<file path="src/rtl/passcode_sender.sv">
// passcode_sender: replays a stored passcode into the lock as framed one-hot pulses and reports the verdict.
// Optional PASSCODE_SENDER_AUTO_RELOCK_EN: relock with a clear pulse after a successful unlock.
module passcode_sender #(
    parameter int CODE_LEN   = 4,
    parameter int GAP_CYCLES = 2,
    parameter int TIMEOUT    = 16
) (
    input  logic                  clk,
    input  logic                  reset,
    input  logic                  start,
    input  logic [2*CODE_LEN-1:0] code,
    input  logic                  abort,
    input  logic                  locked_in,
    input  logic                  unlocked_in,
    input  logic                  error_in,
    output logic [3:0]            btn,
    output logic                  enter,
    output logic                  clear,
    output logic                  busy,
    output logic                  done,
    output logic                  pass,
    output logic                  timed_out
);
    localparam int CW = $clog2(GAP_CYCLES + TIMEOUT + 1);
    localparam int IW = $clog2(CODE_LEN + 1);
    typedef enum logic [3:0] {IDLE, PRECLEAR, OPEN, DIGIT, CLOSE, GAP, WAIT_RES, CLEANUP, FINISH} state_t;
`ifdef PASSCODE_SENDER_AUTO_RELOCK_EN
    localparam state_t ON_PASS = CLEANUP;
`else
    localparam state_t ON_PASS = FINISH;
`endif
    state_t state, nxt, ret, ret_nxt;
    logic [CW-1:0] cnt;
    logic [IW-1:0] idx;
    logic [2*CODE_LEN-1:0] code_q;
    logic accept, abort_hit, wait_to;
    always_comb begin
        nxt = state;
        case (state)
            IDLE: nxt = start ? (locked_in ? OPEN : PRECLEAR) : IDLE;
            PRECLEAR, OPEN, DIGIT, CLOSE, CLEANUP: nxt = GAP;
            GAP: nxt = (cnt == '0) ? ret : GAP;
            WAIT_RES: nxt = error_in ? CLEANUP : unlocked_in ? ON_PASS :
                            (cnt == CW'(TIMEOUT - 1)) ? CLEANUP : WAIT_RES;
            FINISH: nxt = IDLE;
            default: nxt = IDLE;
        endcase
        // the gap that trails the cleanup clear belongs to the wind-down, so abort no longer applies
        abort_hit = abort && !(state inside {IDLE, CLEANUP, FINISH}) && !(state == GAP && ret == FINISH);
        if (abort_hit) nxt = CLEANUP;
        ret_nxt = state == PRECLEAR ? OPEN :
                  state == OPEN     ? DIGIT :
                  state == DIGIT    ? ((idx == IW'(CODE_LEN)) ? CLOSE : DIGIT) :
                  state == CLOSE    ? WAIT_RES : FINISH;
        accept = state == IDLE && start;
        wait_to = state == WAIT_RES && !error_in && !unlocked_in && cnt == CW'(TIMEOUT - 1);
    end
    always_ff @(posedge clk) begin
        if (reset) begin
            state <= IDLE;
            ret <= FINISH;
            cnt <= '0;
            idx <= '0;
            code_q <= '0;
            btn <= '0;
            enter <= 1'b0;
            clear <= 1'b0;
            busy <= 1'b0;
            done <= 1'b0;
            pass <= 1'b0;
            timed_out <= 1'b0;
        end else begin
            state <= nxt;
            ret <= (nxt == GAP && state != GAP) ? ret_nxt : ret;
            cnt <= (nxt != state) ? ((nxt == GAP) ? CW'(GAP_CYCLES - 1) : '0) :
                   (state == GAP) ? cnt - 1'b1 : cnt + 1'b1;
            idx <= accept ? '0 : (nxt == DIGIT) ? idx + 1'b1 : idx;
            // digits are consumed from the bottom of the latched code
            code_q <= accept ? code : (nxt == DIGIT) ? code_q >> 2 : code_q;
            btn <= (nxt == DIGIT) ? 4'b0001 << code_q[1:0] : 4'b0000;
            enter <= nxt == OPEN || nxt == CLOSE;
            clear <= nxt == PRECLEAR || nxt == CLEANUP;
            busy <= nxt != IDLE && nxt != FINISH;
            done <= nxt == FINISH;
            pass <= (accept || abort_hit) ? 1'b0 :
                    (state == WAIT_RES && !error_in && unlocked_in) ? 1'b1 : pass;
            timed_out <= (accept || abort_hit) ? 1'b0 : wait_to ? 1'b1 : timed_out;
        end
    end
endmodule
</file>
<file path="config.mk">
export PLATFORM = sky130hd
export DESIGN_NAME = passcode_sender
export DESIGN_NICKNAME = d
export VERILOG_FILES = /design/src/rtl/passcode_sender.sv
export SDC_FILE = /design/constraint.sdc
export NUM_CORES = 1
export LEC_CHECK = 0
export ABC_AREA = 1
export CAP_MARGIN = 25
export CORE_AREA = 2 2 66 68
export DETAILED_ROUTE_END_ITERATION = 10
export DIE_AREA = 0 0 68 70
export HOLD_SLACK_MARGIN = 0.05
export PLACE_DENSITY = 0.73
export SYNTH_ARGS = -nofsm -noshare
export SYNTH_HDL_FRONTEND = slang
export SYNTH_SLANG_ARGS = --single-unit
</file>
<file path="constraint.sdc">
create_clock -name clk -period 1.75 [get_ports clk]
set_input_delay 0.35 -clock clk [delete_from_list [all_inputs] [get_ports clk]]
set_output_delay 0.35 -clock clk [all_outputs]
set_load 0.01 [all_outputs]
</file>
# After elaboration in Yosys (flattened, before gate mapping)
# Index checks and enable logic that the tools add are counted.
[classes]
shift = 1
n_bitwise = 1
n_reduce_logical = 26
n_addsub = 3
n_mux = 18
n_eq_ne = 21
[ops]
columns = ["operator", "n"]
rows = [
  ["$mux 4", 8],
  ["$eq 4x3->1 const B", 7],
  ["$eq 4x2->1 const B", 4],
  ["$mux 8", 2],
  ["$pmux 4 s4", 1],
  ["$eq 4x4->1 const B", 3],
  ["$logic_and 1x1->1", 10],
  ["$mux 5", 2],
  ["$eq 4x1->1 const B", 2],
  ["$reduce_or 2->1", 3],
  ["$add 5x1->5 const B", 1],
  ["$eq 5x4->1 const B", 1],
  ["$logic_not 5->1", 1],
  ["$reduce_or 5->1", 1],
  ["$sub 5x1->5 const B", 1],
  ["$logic_not 1->1", 4],
  ["$logic_not 4->1", 1],
  ["$mux 2", 2],
  ["$ne 4x3->1 const B", 1],
  ["$ne 4x4->1", 1],
  ["$ne 4x4->1 const B", 1],
  ["$reduce_bool 4->1", 1],
  ["$shl 1x2->4 const A", 1],
  ["$add 3x1->3 const B", 1],
  ["other kinds (7)", 10],
]
[word_totals]
elab_cells = 82
inputBits = 15
register_bits = 34
out_inout_bits = 10

# Logic depth before layout (Yosys ltp)
# Gate-level depths: netlist of the first run.
[logic_depth]
ltp_word = 9
ltp_mapped = 14

# Worst setup path before layout of the first run
# Ideal clock, no wire load.
[synth_path]
path_kind = "register -> register"
start = "reg state[0]"
end = "reg cnt[4]"
setup_ps = 116
stages_incl_launch_ff = 12
path_slack_ps = -120
t_required_ps = 1634
t_arrival_ps = 1754
cell_sequence = "dfxtp_1 buf_2 inv_1 nor2_1 nand2_1 fa_1 or2_2 nand2_1 a21oi_1 xnor2_1 inv_1 nor2_1"
[synth_via]
elab_chain_len = 8
[synth_lines]
columns = ["element", "line", "text"]
rows = [
  ["from (decl)", "32", "state_t state, nxt, ret, ret_nxt;"],
  ["from (signal assigned)", "73", "state <= nxt;"],
  ["branches (longest 7 deep; another with $reduce_or 5->1)", "--", ""],
  ["$mux 5 (*)", "75", "cnt <= (nxt != state) ? ((nxt == GAP) ? CW'(GAP_CYCLES - 1) : '0) :"],
  ["to (signal assigned)", "75", ""],
  ["to (decl)", "33", "logic [CW-1:0] cnt;"],
]
# Mark *: on every way between the ends.
# A chain may end at the register's enable or synchronous reset.

# Worst setup path after layout of the first run
[layout_path]
start = "reg state[3]"
end = "reg cnt[4]"
# The elaborated chain is that of the path after synthesis.

==> results.md, run 1 <==
- Once layout is complete, the cells apart from fillers number 410.
- In this run, synthesis produced a sequential element count of 34.
- The largest driver fanout on the critical path is 4.
- The count of final hold-check violations was 0.
- The part of the total power dissipated in combinational logic is 61.0%.
- Net switching is 43.42% of the power.
- The total number of vias is 1988.
- The post-detailed-route DRC marker count is 0.
- Summed over all layers, the routed wires come to 4.926 mm.
- For met1 alone, demand over resource in global routing was 29.09%.
- The leading cell type by number of instances after synthesis is nand2_1.
- The insertion delay to the later sink of the worst-skew pair is 290 ps.
- The least setup slack across all paths after layout is -79.13 ps.
- The tree built by TritonCTS fans out to 34 sinks.
- The portion of the post-synthesis area used by sequential elements is 35.63%.
- The routing usage on met2 is 33.66%.
- Buffers placed on the I/O ports in this run total 24.
- The relative contribution of the clock network to total power is 15.3%.
- The congestion estimate from routability-driven global placement came to 0.9083.
- After filler insertion, the fill cell instance count of the layout stands at 309.
- The number of antenna violations at the first check in global routing is 0.
- Sorting the synthesized cells by area gives the leading types as dfxtp_1 36%, nand2_1 15%, nor2_1 8.1%.
- The post-route netlist has 37.71% of its cells at a drive strength greater than 1.
- The commonest cells after synthesis are 76 x nand2_1, 41 x nor2_1, 34 x dfxtp_1, 29 x inv_1, 17 x nand3_1.
- The startpoint type of the worst setup path is a flip-flop.
- The worst path in the final design needs a cycle of 1829 ps, including I/O delays and setup.
- The most heavily used metal layer in global routing is met2.
- The number of standard-cell rows in the floorplan is 24.
- Cell internal power was estimated by the tool at 0.002654 W.
- The proportion of power drawn by flip-flops and latches is 23.7%.
- The count of flip-flops with a built-in enable after synthesis is 0.
- The leakage power is 1.336 nW.
- After synthesis, the share of flip-flops with an asynchronous set or reset is 0%.
- In this run, post-CTS hold repair placed 0 buffers.
- The number of nets in the synthesized netlist is 299.
- The mapped netlist covers 0.001911 mm².
- For this run, global-route usage on met3 was measured as 4.187%.
- The critical setup path kind is flip-flop to flip-flop.
- The tool flagged a number of max-cap violations equal to 0.
- The antenna diode count is 0.
- The number of global-route vias before repair was 1856.
- Setup violations remaining at the end of the flow were counted as 13.
- The share of synthesized area in the top cell type comes to 35.63%.
- The vertical extent of the die is 70 µm.
- The switching power is 0.002036 W.
- The detail route stage leaves a number of antenna-violating nets equal to 0.
- The end-of-flow core utilization is 70.14%.
- The per-cell via count in the routed design is 4.849.
- The sum of negative setup slack is -459.9 ps.
- The H-tree generated during clock tree synthesis spans 2 levels.
- Hold is met by 440.4 ps.
- The count of synthesis-stage warnings from yosys is 0.
- For this run, the post-layout net count is 378.
- The buffer cell driving the clock tree root is clkbuf_8.
- The maximum root-to-sink buffer count is 2.
- The global-route usage over all layers is 21.28%.
- The clock transition at the registers of the reported paths is 70 ps.
- The number of buffers created by CTS is 5.
- The final clock skew is 6.334 ps.
- The transition time at the pin with the least slew margin is 306.2 ps.
- Relative to the synthesized area, the layout overhead comes to 52.13%.
- The average routed wire per standard cell is 12.01 µm.
- The fraction of the cycle the final worst path needs is 104.5%.
- The finished cells cover 0.002907 mm².
- The run finished, with violations left.
- The top flip-flop cell by instance count after synthesis is dfxtp_1.
- The slowest stage cell on the critical path is dfxtp_4.
- Walking the worst path, the cells encountered are buf_6, nor2_4, buf_4, nand3_1, nor2_2, nor2_4, nand2_2, nand2_1, nand2_1, nand2_1, nor2_2, nand3_2, nor2_1.
- The path type of the worst min-delay path is flip-flop to flip-flop.
- The TritonCTS clock tree is yes.
- The power per unit of standard cell area is 1613 mW/mm².
- The area enclosed by the die boundary is 0.004760 mm².
- The worst supply voltage drop on vdd is 813.8 µV.
- The die outline width is 68 µm.
- The first detailed-routing pass ran for 4 iterations.
- The count of pins over their slew limit came to 0.
- Entering global routing, the biggest net connects 13 pins.
- After synthesis, the netlist uses 31 different library cells.
- The post-detailed-placement cell area is 0.002491 mm².
- dfxtp_1 takes more of the synthesized area than any other cell.
- The arrival time at the worst endpoint is 2050 ps.
- STA classifies the critical path endpoint as a flip-flop.
- The first global-routing pass estimated 7.845 mm of wire.
- The starting density of the core is 46.11%.
- Detailed placement ended at an HPWL of 3.555 mm.
- The cell count after synthesis came out at 278.
- The number of placed instances, taps included, is 388.
- Averaged over all synthesized cells, the footprint is 6.873 µm².
- The core region area is 0.004144 mm².
- Setup repair after global routing could not meet its margin everywhere.
- In this design, the stage delay of the slowest critical-path cell is 380 ps.
- The relative slew slack is 79.56%.
- The remaining global-route overflow is 0.
- At the worst endpoint, the required time is 1970 ps.
- The DRC violation total after the first TritonRoute iteration is 120.
- Counting stages on the worst path, the most repeated cell is nand2_1.
- The final reports fail on setup timing.
- The number of ports placed on the die boundary is 25.
- The fmax is 546.7 MHz.
[power groups by stage]
stage	Clock, W	Sequential (W)	Combinational, W
2_1_floorplan	0	0.00106	0.00145
3_3_place_gp	0	0.00108	0.00226
3_5_place_dp	0	0.00108	0.00231
4_1_cts	0.000729	0.00109	0.00261
5_1_grt	0.000762	0.00113	0.00314
6_report	0.000720	0.00111	0.00286
[sequential cells by signal, indices dropped and copies added, names as in the netlist]
signal	count
pass	1
state	4
btn	4
busy	1
cnt	5
code_q	8
timed_out	1
clear	1
enter	1
done	1
ret	4
idx	3
[area by class of cell]
class	instances	area, µm²	share of cell area, %
inverters	35	138.9	4.778
multi-input cells	204	1240	42.66
well taps	52	65.06	2.238
repair buffers	77	653.1	22.47
clock buffers	5	68.82	2.368
clock inverters	3	45.04	1.550
flip-flops and latches	34	695.7	23.93
[placed cells by master, fill, tap and decap left out, drive strengths merged]
master and n:
nand2 81, buf 53, nor2 51, inv 35
dfxtp 34, clkdlybuf4s50 24, nand3 24, a21oi 15
o21ai 6, nand4 5, ha 5, clkbuf 5
nor3 4, or2 3, xor2 2, xnor2 2
clkinvlp 2, nand3b 1, a211oi 1, and3 1
o21ba 1, o31ai 1, fa 1, bufinv 1
[logic make-up after synthesis]
logic type                 after synthesis  share of synthesized area (%)
AOI/OAI and AO/OA                       24                          6.811
and+or+nand+nor                        170                          43.03
xor gates and xnor gates                 4                          1.834
adders and majority gates                6                          4.322
buffers and inverters                   40                          8.382
DFF                                     34                          35.63
[critical path, delay by kind of cell, from the launching register on]
kind | cells | cell delay (ps)
buffers and inverters | 2 | 250
DFF | 1 | 380
and+or+nand+nor | 11 | 1120
[per-stage QoR]
step	setup slack (ps)	total power, W
floorplan	5.265	0.002515
global placement	-320.8	0.003331
detailed placement	-387.5	0.003390
CTS	-15.48	0.004438
global route	-185.9	0.005031
finish	-79.13	0.004690
[worst paths after layout]
| kind | from | endpoint | slack, ps | cells after the start |
|---|---|---|---|---|
| setup / recovery | state[3]$_SDFF_PP0_ | cnt[4]$_SDFF_PP0_ | -80 | 13 |
| hold / removal | code_q[0]$_SDFFE_PP0P_ | btn[0]$_SDFF_PP0_ | 440 | 1 |
| setup reg to reg | state[3]$_SDFF_PP0_ | cnt[4]$_SDFF_PP0_ | -80 | 13 |
| hold reg to reg | code_q[0]$_SDFFE_PP0P_ | btn[0]$_SDFF_PP0_ | 440 | 1 |
[timing repair]
| action | in CTS | in global routing |
|---|---|---|
| endpoints found under the setup margin | 26 | 27 |
| setup buffers | 7 | 7 |
| pin swaps | 14 | 21 |
| gates resized for setup | 34 | 26 |
[metal layers]
layer / share of wire, % / wire [µm]
met3: 6.3 / 311
met1: 44 / 2168
met4: 1.3 / 63
met5: 0 / 0
met2: 48 / 2383
Note: power is estimated with default switching activity, not from simulation.
==> run 2: changes to the inputs <==
Settings changed: SKIP_CTS_REPAIR_TIMING set to 1.
==> run 2 against run 1 <==
The flow still finishes with violations (setup timing). First-iteration DRC count grew 17%. Design area grew 1.3%. Via count grew 4.6%. Setup slack lost 81 ps. Die area is the same. Clock skew shrank 2.5 ps. Non-clock buffer count grew 2. Register-to-register slack lost 80 ps. Critical endpoint is now idx[2]$_SDFFE_PP0N_. Largest power group unchanged.
==> results.md, run 2 (same netlist as run 1, synthesis figures left out) <==
- The run finished, with violations left.
- The checks that failed: setup timing.
- The worst hold-check slack came to 437.6 ps (-2.776 ps).
- The detailed placer's ending HPWL is 3.555 mm (unchanged).
- The least setup slack across all paths after layout was -160.5 ps (-81.38 ps).
- The count of final hold-check violations came to 0 (unchanged).
- The end-of-flow core utilization was 71.04% (+0.91 points).
- The global-route wire length before repair is 7.417 mm (-5.5%).
- The global placer's final weighted congestion is 0.9083 (unchanged).
- The fraction of the cycle the final worst path needs came to 109.2% (+4.7 points).
- The post-detailed-route DRC marker count is 0 (unchanged).
- The final clock skew is 3.827 ps (-2.507 ps).
- The number of buffers created by CTS is 5 (unchanged).
- The per-cell via count in the routed design is 5.046 (+4.1%).
- The share of final-layout standard cells stronger than drive strength 1 is 38.33% (+0.62 points).
- The vertical extent of the die came to 70 µm (unchanged).
- The post-detailed-routing wire length is 5.420 mm (+10%).
- From synthesis to final layout, the design area changed by 54.09%.
- The max-capacitance violation count is 0 (unchanged).
- The worst endpoint required time is 1970 ps (about the same).
- The setup slack on the worst flop-to-flop path is -160 ps (-80 ps).
- The total number of vias is 2079 (+4.6%).
- Counting flops per register, the top entry is code_q.
- The area enclosed by the die boundary is 0.004760 mm² (unchanged).
- The DRC violation total after the first TritonRoute iteration is 140 (+17%).
- The transition time at the pin with the least slew margin came to 315.6 ps (+9.391 ps).
- The number of clock sinks was 34 (unchanged).
- The remaining global-route overflow is 0 (unchanged).
- The setup-violating endpoint count in the final report is 27 (+14).
- The insertion delay to the later sink of the worst-skew pair is 290 ps (about the same).
- The number of standard-cell rows in the floorplan is 24 (unchanged).
- The power per unit of standard cell area came to 1682 mW/mm² (+4.2%).
- The number of antenna violations at the first check in global routing came to 0 (unchanged).
- The first-pass iteration count of the detailed router is 4 (unchanged).
- The count of port buffers added during placement is 24 (unchanged).
- The die outline width is 68 µm (unchanged).
- The combined flip-flop and latch cell area came to 695.7 µm² (unchanged).
- The area occupied by multi-input gates is 0.001257 mm² (+1.4%).
- The startpoint type of the worst setup path is a flip-flop.
- The maximum root-to-sink buffer count was 2 (unchanged).
- The library cell used most frequently in the layout, excluding fill and tap cells, is nand2_1.
- The minimum clock period after layout is 1911 ps (+81.38 ps).
- The antenna diode count is 0 (unchanged).
- The number of nets with antenna violations after routing came to 0 (unchanged).
- The number of ports placed on the die boundary is 25 (unchanged).
- The number of filler cells placed in the layout is 306 (-0.97%).
- The global-route usage over all layers was 20.14% (-1.1 points).
- The total number of H-tree levels came to 2 (unchanged).
- The clock transition at the registers of the reported paths is 70 ps (about the same).
- The count of pins over their slew limit is 0 (unchanged).
- The number of standard cells in the layout, taps in and fillers out was 412 (+0.49%).
- The leakage power is 1.346 nW (+0.80%).
- The TritonCTS clock tree is yes.
- The average routed wire per standard cell is 13.16 µm (+9.5%).
- The cell count after placement came to 388 (unchanged).
- The starting density of the core was 46.11% (unchanged).
- The worst setup path is captured at a flip-flop.
- Setup repair after global routing could not meet its margin everywhere.
- The critical setup path kind is flip-flop to flip-flop.
- The core region area is 0.004144 mm² (unchanged).
- The relative slew slack is 78.94% (-0.63 points).
- The fmax was 523.4 MHz (-4.3%).
- The min-delay analysis places its worst path in the category flip-flop to flip-flop.
- The final standard cell area without fillers is 0.002944 mm² (+1.3%).
- The overall power is 0.004952 W (+5.6%).
- The post-layout net count is 380 (+0.53%).
- The post-detailed-placement cell area came to 0.002491 mm² (unchanged).
- The worst supply voltage drop on vdd is 916.3 µV (+13%).
- The arrival time at the worst endpoint is 2130 ps (+80 ps).
- The largest driver fanout on the critical path is 4 (unchanged).
- The largest net degree at the start of global routing is 13 (unchanged).
- The largest registers in the layout are code_q x8, cnt x5.
- The number of flip-flops under the largest register name is 8 (unchanged).
- In the layout the commonest cells are 65 x nand2_1, 52 x buf_4, 30 x nor2_1, 30 x dfxtp_1, 26 x inv_1.
- The number of global-route vias before repair was 1786 (-3.8%).
- The tree is rooted in a clkbuf_8.
[run 2: cell count changes in the layout (fill, tap and decap cells not counted)]
cell | previous run | this run
nand2_2 | 14 | 10
buf_4 | 49 | 52
nand2_4 | 3 | 6
buf_6 | 4 | 2
a211oi_1 | 1 | 0
a211oi_2 | 0 | 1
buf_12 | 0 | 1
inv_1 | 27 | 26
inv_2 | 5 | 6
nand2_1 | 64 | 65
[run 2: final timing paths]
path | cells after the start | to | startpoint
max | 13 | idx[2]$_SDFFE_PP0N_ | state[2]$_SDFF_PP0_
min | 1 | btn[0]$_SDFF_PP0_ | code_q[0]$_SDFFE_PP0P_
max reg2reg | 13 | idx[2]$_SDFFE_PP0N_ | state[2]$_SDFF_PP0_
min reg2reg | 1 | btn[0]$_SDFF_PP0_ | code_q[0]$_SDFFE_PP0P_
[run 2: final cells by class]
type                       count  share of cell area, %
clock buffer                   5                  2.337
clock inverter                 3                  1.530
inverter                      35                  4.717
multi-input combinational    204                  42.71
sequential                    34                  23.63
tap                           52                  2.210
timing repair buffer          79                  22.86
[run 2: worst max-delay path: stages (launching register included)]
cell,delay [ps]
dfxtp_4,400
inv_2,60
nor2_4,170
buf_12,120
nand2_2,80
nor2_4,180
nor2_2,60
nor2_2,190
nor2_4,70
buf_4,130
buf_4,120
nand3_1,60
nand2_1,70
a21oi_2,130
[run 2: routing by layer]
layer	GRT usage (%)	up-vias	share of wire, %
met3	3.865	16	6.2
met4	6.000	0	2.8
met1	27.75	956	42
li1	-	1034	-
met2	31.50	73	49
met5	0	-	0
[run 2: power by group]
part / internal [W] / switching (W) / total [W] / leakage [nW]
clock: 0.000423 / 0.000297 / 0.000720 / 0.0504
combinational: 0.00139 / 0.00173 / 0.00312 / 1.02
sequential: 0.000955 / 0.000157 / 0.00111 / 0.279
total: 0.00277 / 0.00218 / 0.00495 / 1.35
[run 2: metrics by stage]
| step | setup WS (ps) | setup TNS (ps) |
|---|---|---|
| 2_1_floorplan | 5.265 | 0 |
| 3_3_place_gp | -320.8 | -7373 |
| 3_5_place_dp | -387.5 | -9024 |
| 4_1_cts | -192.2 | -2738 |
| 5_1_grt | -263.0 | -5359 |
| 6_report | -160.5 | -1952 |
